**src/rtl/udp_ingress_arbiter.sv**
```systemverilog
// Packet-granular round-robin arbiter in front of the UDP SUM/MAX processor.
// An in-order tag FIFO of granted ports routes each processor result back to its source.
module udp_ingress_arbiter #(
  parameter int unsigned N_PORTS   = 4,
  parameter int unsigned DATA_W    = 256,
  parameter int unsigned PKT_BEATS = 63,
  parameter int unsigned TAG_DEPTH = 4
) (
  input  logic                      clk,
  input  logic                      reset,
  input  logic [N_PORTS*DATA_W-1:0] req_data,
  input  logic [N_PORTS-1:0]        req_valid,
  input  logic [N_PORTS-1:0]        req_last,
  output logic [N_PORTS-1:0]        req_ready,
  output logic [DATA_W-1:0]         proc_data,
  output logic                      proc_valid,
  output logic                      proc_last,
  input  logic                      proc_ready,
  input  logic [DATA_W-1:0]         res_data,
  input  logic                      res_valid,
  output logic                      res_ready,
  output logic [DATA_W-1:0]         rsp_data,
  output logic [N_PORTS-1:0]        rsp_valid,
  input  logic [N_PORTS-1:0]        rsp_ready,
  output logic                      busy,
  output logic                      err_len
);

  localparam int unsigned GW = (N_PORTS > 1) ? $clog2(N_PORTS) : 1;
  localparam int unsigned PW = (TAG_DEPTH > 1) ? $clog2(TAG_DEPTH) : 1;
  localparam int unsigned CW = $clog2(TAG_DEPTH + 1);

  typedef enum logic {IDLE, STREAM} state_e;

  state_e        state_q;
  logic [GW-1:0] grant_q;
  logic [GW-1:0] last_grant_q;
  logic [6:0]    beat_cnt_q;
  logic [6:0]    beat_cnt_d;
  logic          err_len_q;

  logic [GW-1:0] tag_mem_q [TAG_DEPTH];
  logic [PW-1:0] wr_ptr_q;
  logic [PW-1:0] rd_ptr_q;
  logic [CW-1:0] tag_count_q;

  logic          win_found;
  logic [GW-1:0] win_idx;
  logic [GW-1:0] cand;
  logic          tag_empty;
  logic          tag_full;
  logic [GW-1:0] head;
  logic          push;
  logic          pop;
  logic          beat_fire;

  // Round-robin search starting one past the previous winner.
  always_comb begin
    win_found = 1'b0;
    win_idx   = '0;
    cand      = '0;
    for (int unsigned k = 1; k <= N_PORTS; k++) begin
      cand = GW'((32'(last_grant_q) + k) % N_PORTS);
      if (!win_found && req_valid[cand]) begin
        win_found = 1'b1;
        win_idx   = cand;
      end
    end
  end

  always_comb begin
    req_ready  = '0;
    proc_valid = 1'b0;
    proc_last  = 1'b0;
    proc_data  = '0;
    if (state_q == STREAM) begin
      req_ready[grant_q] = proc_ready;
      proc_valid         = req_valid[grant_q];
      proc_last          = req_last[grant_q];
      proc_data          = req_data[32'(grant_q)*DATA_W +: DATA_W];
    end
  end

  assign beat_fire  = proc_valid & proc_ready;
  assign beat_cnt_d = (beat_cnt_q == '1) ? beat_cnt_q : beat_cnt_q + 7'd1;

  assign tag_empty = (tag_count_q == '0);
  assign tag_full  = (tag_count_q == CW'(TAG_DEPTH));
  assign head      = tag_mem_q[rd_ptr_q];
  // Full uses the registered count, so a same-cycle pop cannot unblock a grant.
  assign push      = (state_q == IDLE) & win_found & ~tag_full;

  always_comb begin
    rsp_valid = '0;
    if (!tag_empty) rsp_valid[head] = res_valid;
  end

  assign res_ready = ~tag_empty & rsp_ready[head];
  assign pop       = res_valid & res_ready;
  assign rsp_data  = res_data;
  assign busy      = (state_q == STREAM);
  assign err_len   = err_len_q;

  always_ff @(posedge clk or negedge reset) begin
    if (!reset) begin
      state_q      <= IDLE;
      grant_q      <= '0;
      last_grant_q <= GW'(N_PORTS - 1);
      beat_cnt_q   <= '0;
      err_len_q    <= 1'b0;
      wr_ptr_q     <= '0;
      rd_ptr_q     <= '0;
      tag_count_q  <= '0;
    end else begin
      err_len_q <= 1'b0;
      case (state_q)
        IDLE: begin
          if (push) begin
            grant_q    <= win_idx;
            beat_cnt_q <= '0;
            state_q    <= STREAM;
          end
        end
        STREAM: begin
          if (beat_fire) begin
            beat_cnt_q <= beat_cnt_d;
            if (proc_last) begin
              err_len_q    <= (8'(beat_cnt_q) + 8'd1) != 8'(PKT_BEATS);
              last_grant_q <= grant_q;
              state_q      <= IDLE;
            end
          end
        end
        default: state_q <= IDLE;
      endcase
      if (push) wr_ptr_q <= wr_ptr_q + PW'(1);
      if (pop)  rd_ptr_q <= rd_ptr_q + PW'(1);
      tag_count_q <= tag_count_q + CW'(push) - CW'(pop);
    end
  end

  always_ff @(posedge clk) begin
    if (push) tag_mem_q[wr_ptr_q] <= win_idx;
  end

endmodule

```
**config.mk**
```make
export PLATFORM = sky130hd
export DESIGN_NAME = udp_ingress_arbiter
export DESIGN_NICKNAME = d
export VERILOG_FILES = /design/src/rtl/udp_ingress_arbiter.sv
export SDC_FILE = /design/constraint.sdc
export NUM_CORES = 1
export LEC_CHECK = 0
export ABC_AREA = 1
export ABC_CLOCK_PERIOD_IN_PS = 4650
export CAP_MARGIN = 10
export CORE_AREA = 2 2 707 709
export CTS_CLUSTER_DIAMETER = 80
export DETAILED_ROUTE_END_ITERATION = 6
export DIE_AREA = 0 0 709 711
export HOLD_SLACK_MARGIN = 0.03
export SLEW_MARGIN = 20
export SYNTH_ARGS = -nofsm -noshare
export SYNTH_HDL_FRONTEND = slang
export SYNTH_SLANG_ARGS = --single-unit
```
**constraint.sdc**
```tcl
create_clock -name clk -period 4.65 [get_ports clk]
set_input_delay 0.93 -clock clk [delete_from_list [all_inputs] [get_ports clk]]
set_output_delay 0.93 -clock clk [all_outputs]
set_load 0.02 [all_outputs]
```
Yosys cells after proc, flatten, opt, wreduce, memory -nomap -nowiden. Memory sizes are Yosys's and may differ from the RTL's. Cells that the tools add are included.

Shifts and indexed selects: 1. Reductions and logical operators: 12. Add/sub/neg operators: 10. Equal/unequal tests: 6. Order comparisons: 8. Bitwise gates (word level): 10. Multiplexer cells: 43.

Operator list (number): $shiftx A1024 B11 Y256 (1); $mux W256 (1); $mux W1 (22); $mux W7 (3); $lt A2 B3 Y1 const B (6); $bmux W1 S2 (7); $pmux W7 S2 (1); $add A2 B1 Y2 const B (4); $add A7 B1 Y8 const B (1); $and A4 B4 Y4 (2); $mux W2 (4); $mux W4 (2); $ne A8 B6 Y1 const B (1); $add A7 B1 Y7 const B (1); $eq A7 B7 Y1 const B (1); $reduce_and A3 Y1 (2); $and A1 B1 Y1 (5); $logic_and A1 B1 Y1 (5); $add A2 B2 Y2 const B (2); $demux W1 S2 (2); $ge A2 B1 Y1 const B (2); $ne A2 B2 Y1 const B (2); $add A3 B1 Y3 (1); $eq A3 B3 Y1 const B (1); other kinds (7) (11).

Output and inout bits: 525. Flip-flop bits (word level): 20. Memory bits (writable): 8. Memories kept: 1. Input port bits: 1296.

Memory list: tag_mem_q (depth 4, width 2, read ports 1, clocked after Yosys merged registers in 0, write ports 1, RTL line 42) `logic [GW-1:0] tag_mem_q [TAG_DEPTH];`.

Depth between registers and ports, before layout.
Depth in word-level cells: 17. Gate-level depth with buffers: 17.

Least setup slack after synthesis. Ideal clock, no wire load.

Path kind: input to register. From: input port req_valid[2]. To: register tag_count_q[2]. Required time: 4.521 ns. Slack: 1.729 ns. Arrival: 2.792 ns. Path buffers: 1. Setup time: 0.129 ns. Stages on the path: 13. Cells stage by stage: inv_1 o21ai_0 o21ai_0 nand3_2 nand2_4 buf_6 ha_1 inv_1 ha_1 inv_1 fa_1 xnor2_1 xor2_1.

Cells in the longest elaborated chain, start to end: 16. Elaborated cells between the ends (all ways): 22. Those cells by class: add/sub: 2; mux: 12; bitwise: 2; reduce/logical: 6.

RTL lines: start, declared (RTL line 12) `input logic [N_PORTS-1:0] req_valid,`; $bmux W1 S2 (RTL line 64) `if (!win_found && req_valid[cand]) begin`; $mux W1 (not written as such) (RTL line 64); $mux W1 (RTL line 64); $logic_not A1 Y1 (RTL line 64); $logic_and A1 B1 Y1 (RTL line 64); $mux W1 (RTL line 64); $logic_not A1 Y1 (RTL line 64); $logic_and A1 B1 Y1 (RTL line 64); $mux W1 (RTL line 64); $logic_not A1 Y1 (RTL line 64); $logic_and A1 B1 Y1 (RTL line 64); $mux W1 * (RTL line 64); $and A1 B1 Y1 * (2 in series) (RTL line 91) `assign push = (state_q == IDLE) & win_found & ~tag_full;`; $add A3 B1 Y3 * (RTL line 138) `tag_count_q <= tag_count_q + CW'(push) - CW'(pop);`; $sub A3 B1 Y3 * (RTL line 138); end signal, assigned (RTL line 138); end, declared (RTL line 45) `logic [CW-1:0] tag_count_q;`.

Every way passes the cells marked *; elsewhere a longest branch is shown, timed or not. The select of a mux whose other input is x is not followed. A chain may end at the register's enable or synchronous reset.

Worst setup path in the final report.
From: register grant_q[0]. To: output port proc_data[155].

Cells in the longest elaborated chain, start to end: 2.

RTL lines: start, declared (RTL line 36) `logic [GW-1:0] grant_q;`; start signal, assigned (RTL line 119) `grant_q <= win_idx;`; $shiftx A1024 B11 Y256 (RTL line 80) `proc_data = req_data[32'(grant_q)*DATA_W +: DATA_W];`; $mux W256 (RTL line 76) `if (state_q == STREAM) begin`; end, declared (RTL line 15) `output logic [DATA_W-1:0] proc_data,`.

Every way passes these cells.

==> flow_metrics.py <==
metrics = {
    "yosys": {
        "synth_seq_area_share": 0.0770,
        "synth_top_flop_cell": "dfrtp_1",
        "synth_seq_cells": 28,
        "async_flop_share": 0.714,
        "synth_fp_nets": 2732,
        "synth_cell_type_count": 33,
        "ys_warn_count": 0,
        "syn_area_um2": 9650,
        "syn_area_per_cell_um2": 6.76,
        "synth-edff-count": 8,
        "syn_inst": 1427,
    },
    "clocking": {
        "htree_levels": 1,
        "tritoncts.num_buffers": 3,
        "worstSkewPairLatency_ns": 0.26,
        "cts.sinks": 28,
        "path_clk_slew_ns": 0.07,
        "cts_tree": "built",
        "root_buffer": "clkbuf_16",
        "clockBufferDepth": 2,
        "holdBufCountCts": 0,
        "ctsResizeCount": 0,
        "cts_setup_buffers": 0,
    },
    "grt": {
        "grt_antenna_before_repair": 464,
        "grt_overflow": 0,
        "grt_pass1_wl_um": 404000,
        "grt_use_total": 0.138,
        "grt_pass1_vias": 17500,
        "grt_max_degree": 72,
    },
    "final_layout": {
        "final_cell_mix": "1151 x clkdlybuf4s50_1, 487 x a22oi_1, 256 x a21oi_1, 147 x buf_4, 93 x buf_12",
        "mostFrequentLayoutCell": "clkdlybuf4s50_1",
        "drive_above_1_share": 0.133,
        "syn2layout_area_growth_pct": 218,
        "finalInstanceArea_um2": 30700,
        "nets": 3759,
    },
    "flow_run": {
        "cap_violations": 0,
    },
    "min_path": {
        "min_path_type": "flop to flop",
    },
    "critical_path": {
        "cp.required_ns": 3.72,
        "crit_type": "flop to primary output",
        "cp-start-kind": "flop",
        "cp.arrival_ns": 3.24,
        "crit_fanout": 38,
        "critPathCaptureType": "primary output",
    },
    "route": {
        "first_pass_iters": 7,
        "dr.first_iter.drc_count": 1556,
        "via_per_inst": 2.12,
        "drcViolationCount": 0,
        "routed_wl_um": 365000,
        "detail_route.wl_per_cell_um": 39.8,
        "vias": 19400,
        "ant_nets": 0,
    },
    "timing": {
        "fin_crit_ns": 4.17,
        "clock_skew_ns": 0.00729,
        "final_hold_viol_count": 0,
        "finalSetupViolations": 0,
        "slew_headroom": 0.240,
        "drv_slew": 0,
        "rsz0062_at_grt": "false",
        "worst_pin_slew_ns": 1.14,
        "fin_crit_sh": 0.897,
        "timing.fmax_mhz": 240,
    },
    "placement": {
        "dp_hpwl_um": 346000,
        "placed_area_um2": 30500,
        "gp_congestion": 0.847,
        "place.port_buffers": 1308,
    },
    "floorplanning": {
        "die_area_um2": 504000,
        "coreArea_um2": 496000,
        "std_cell_rows": 259,
        "die_w_um": 709,
        "die_y_um": 711,
        "start_util": 0.0194,
        "ios": 1821,
    },
    "power": {
        "p_leak_nw": 8.60,
        "p_per_area_nw_per_um2": 648,
        "ir_drop_v": 0.000405,
        "fin_total_pwr_mw": 19.9,
    },
    "status": {
        "status": "completed",
    },
}
-- worst paths after layout --
| kind | from | endpoint | slack (ns) | cells after the start |
|---|---|---|---|---|
| worst max-delay path | grant_q[0] | proc_data[155] | 0.48 | 7 |
| worst min-delay path | tag_count_q[0] | tag_count_q[0] | 0.51 | 1 |
| worst max register to register | last_grant_q[0] | tag_count_q[2] | 1.70 | 15 |
| worst min register to register | tag_count_q[0] | tag_count_q[0] | 0.51 | 1 |
| max in group asynchronous | reset | tag_count_q[0] | 2.76 | 1 |
| min in group asynchronous | reset | rd_ptr_q[1] | 1.28 | 1 |
-- synth_stat cells (3+ instances only) --
| cell | instances | share of area |
|---|---|---|
| o21ai_0 | 6 | 0.0031 |
| nand3_1 | 27 | 0.014 |
| a22oi_1 | 512 | 0.40 |
| nand2_1 | 83 | 0.032 |
| nand2_2 | 9 | 0.0058 |
| ha_1 | 8 | 0.010 |
| nand4_1 | 4 | 0.0026 |
| a21oi_1 | 256 | 0.13 |
| xnor2_1 | 3 | 0.0027 |
| inv_1 | 38 | 0.015 |
| xor2_1 | 5 | 0.0045 |
| edfxtp_1 | 8 | 0.025 |
| dfrtp_1 | 18 | 0.047 |
| inv_2 | 3 | 0.0012 |
| nor3_1 | 4 | 0.0021 |
| nor2_1 | 22 | 0.0086 |
| clkbuf_1 | 33 | 0.013 |
| buf_4 | 258 | 0.20 |
| nand2_4 | 3 | 0.0035 |
| buf_2 | 109 | 0.057 |
-- sequential cells by signal, summed over array words and instances, names as in the netlist --
signal and flops:
tag_mem_q 8, rd_ptr_q 2, beat_cnt_q 7, wr_ptr_q 2, tag_count_q 3, err_len 1, busy 1, grant_q 2
last_grant_q 2
-- power by group --
group / total, mW / internal (mW) / switching, mW
logic: 19.2 / 6.55 / 12.7
clock network: 0.209 / 0.132 / 0.0772
registers: 0.477 / 0.372 / 0.105
-- stage by stage --
step / utilization / hold slack [ns] / std cells / setup TNS, ns / worst slack [ns]
after floorplan: - / 0.478 / 1427 / 0 / 1.73
after detailed placement: 0.0615 / 0.498 / 9104 / 0 / 0.768
after global placement: 0.0601 / 0.489 / 9064 / -0.0656 / -0.0571
final: 0.0619 / 0.512 / 9165 / 0 / 0.478
after CTS: 0.0616 / 0.513 / 9108 / 0 / 0.550
after global routing: 0.0617 / 0.550 / 9129 / 0 / 0.410
-- per-layer routing --
layer  vias up  track usage  part of all wire  routed length, um
li1       7338            -                 -                  -
met1      8931        0.141              0.35             126000
met2      2048        0.254              0.50             183000
met3       990       0.0664              0.11              41700
met4       130       0.0284             0.035              12800
met5         -      0.00105            0.0025                904
-- critical path, cell delays in order, from the launching register on --
cell and delay [ns]:
dfrtp_1 0.44, inv_1 0.18, nand2_1 0.26, inv_8 0.38
buf_12 0.30, a22oi_1 0.10, a21oi_1 0.41, clkdlybuf4s50_1 0.80
-- area by class of cell --
cell class	count	area [um2]
Tap cell	6655	8330
Fill cell	58300	465000
Antenna cell	57	143
Timing Repair Buffer	1423	15000
Clock buffer	4	88.8
Multi-Input combinational cell	957	6260
Sequential cell	28	743
Inverter	41	176
-- cell families after synthesis --
group,share of synthesized area
flip-flops,0.0770
adder cells (fa/ha/maj),0.0125
AND/OR/NAND/NOR,0.0743
buffers and inverters,0.287
AO/OA/AOI/OAI,0.540
XOR/XNOR,0.00895
No activity file was read; power rests on OpenSTA's default activity.
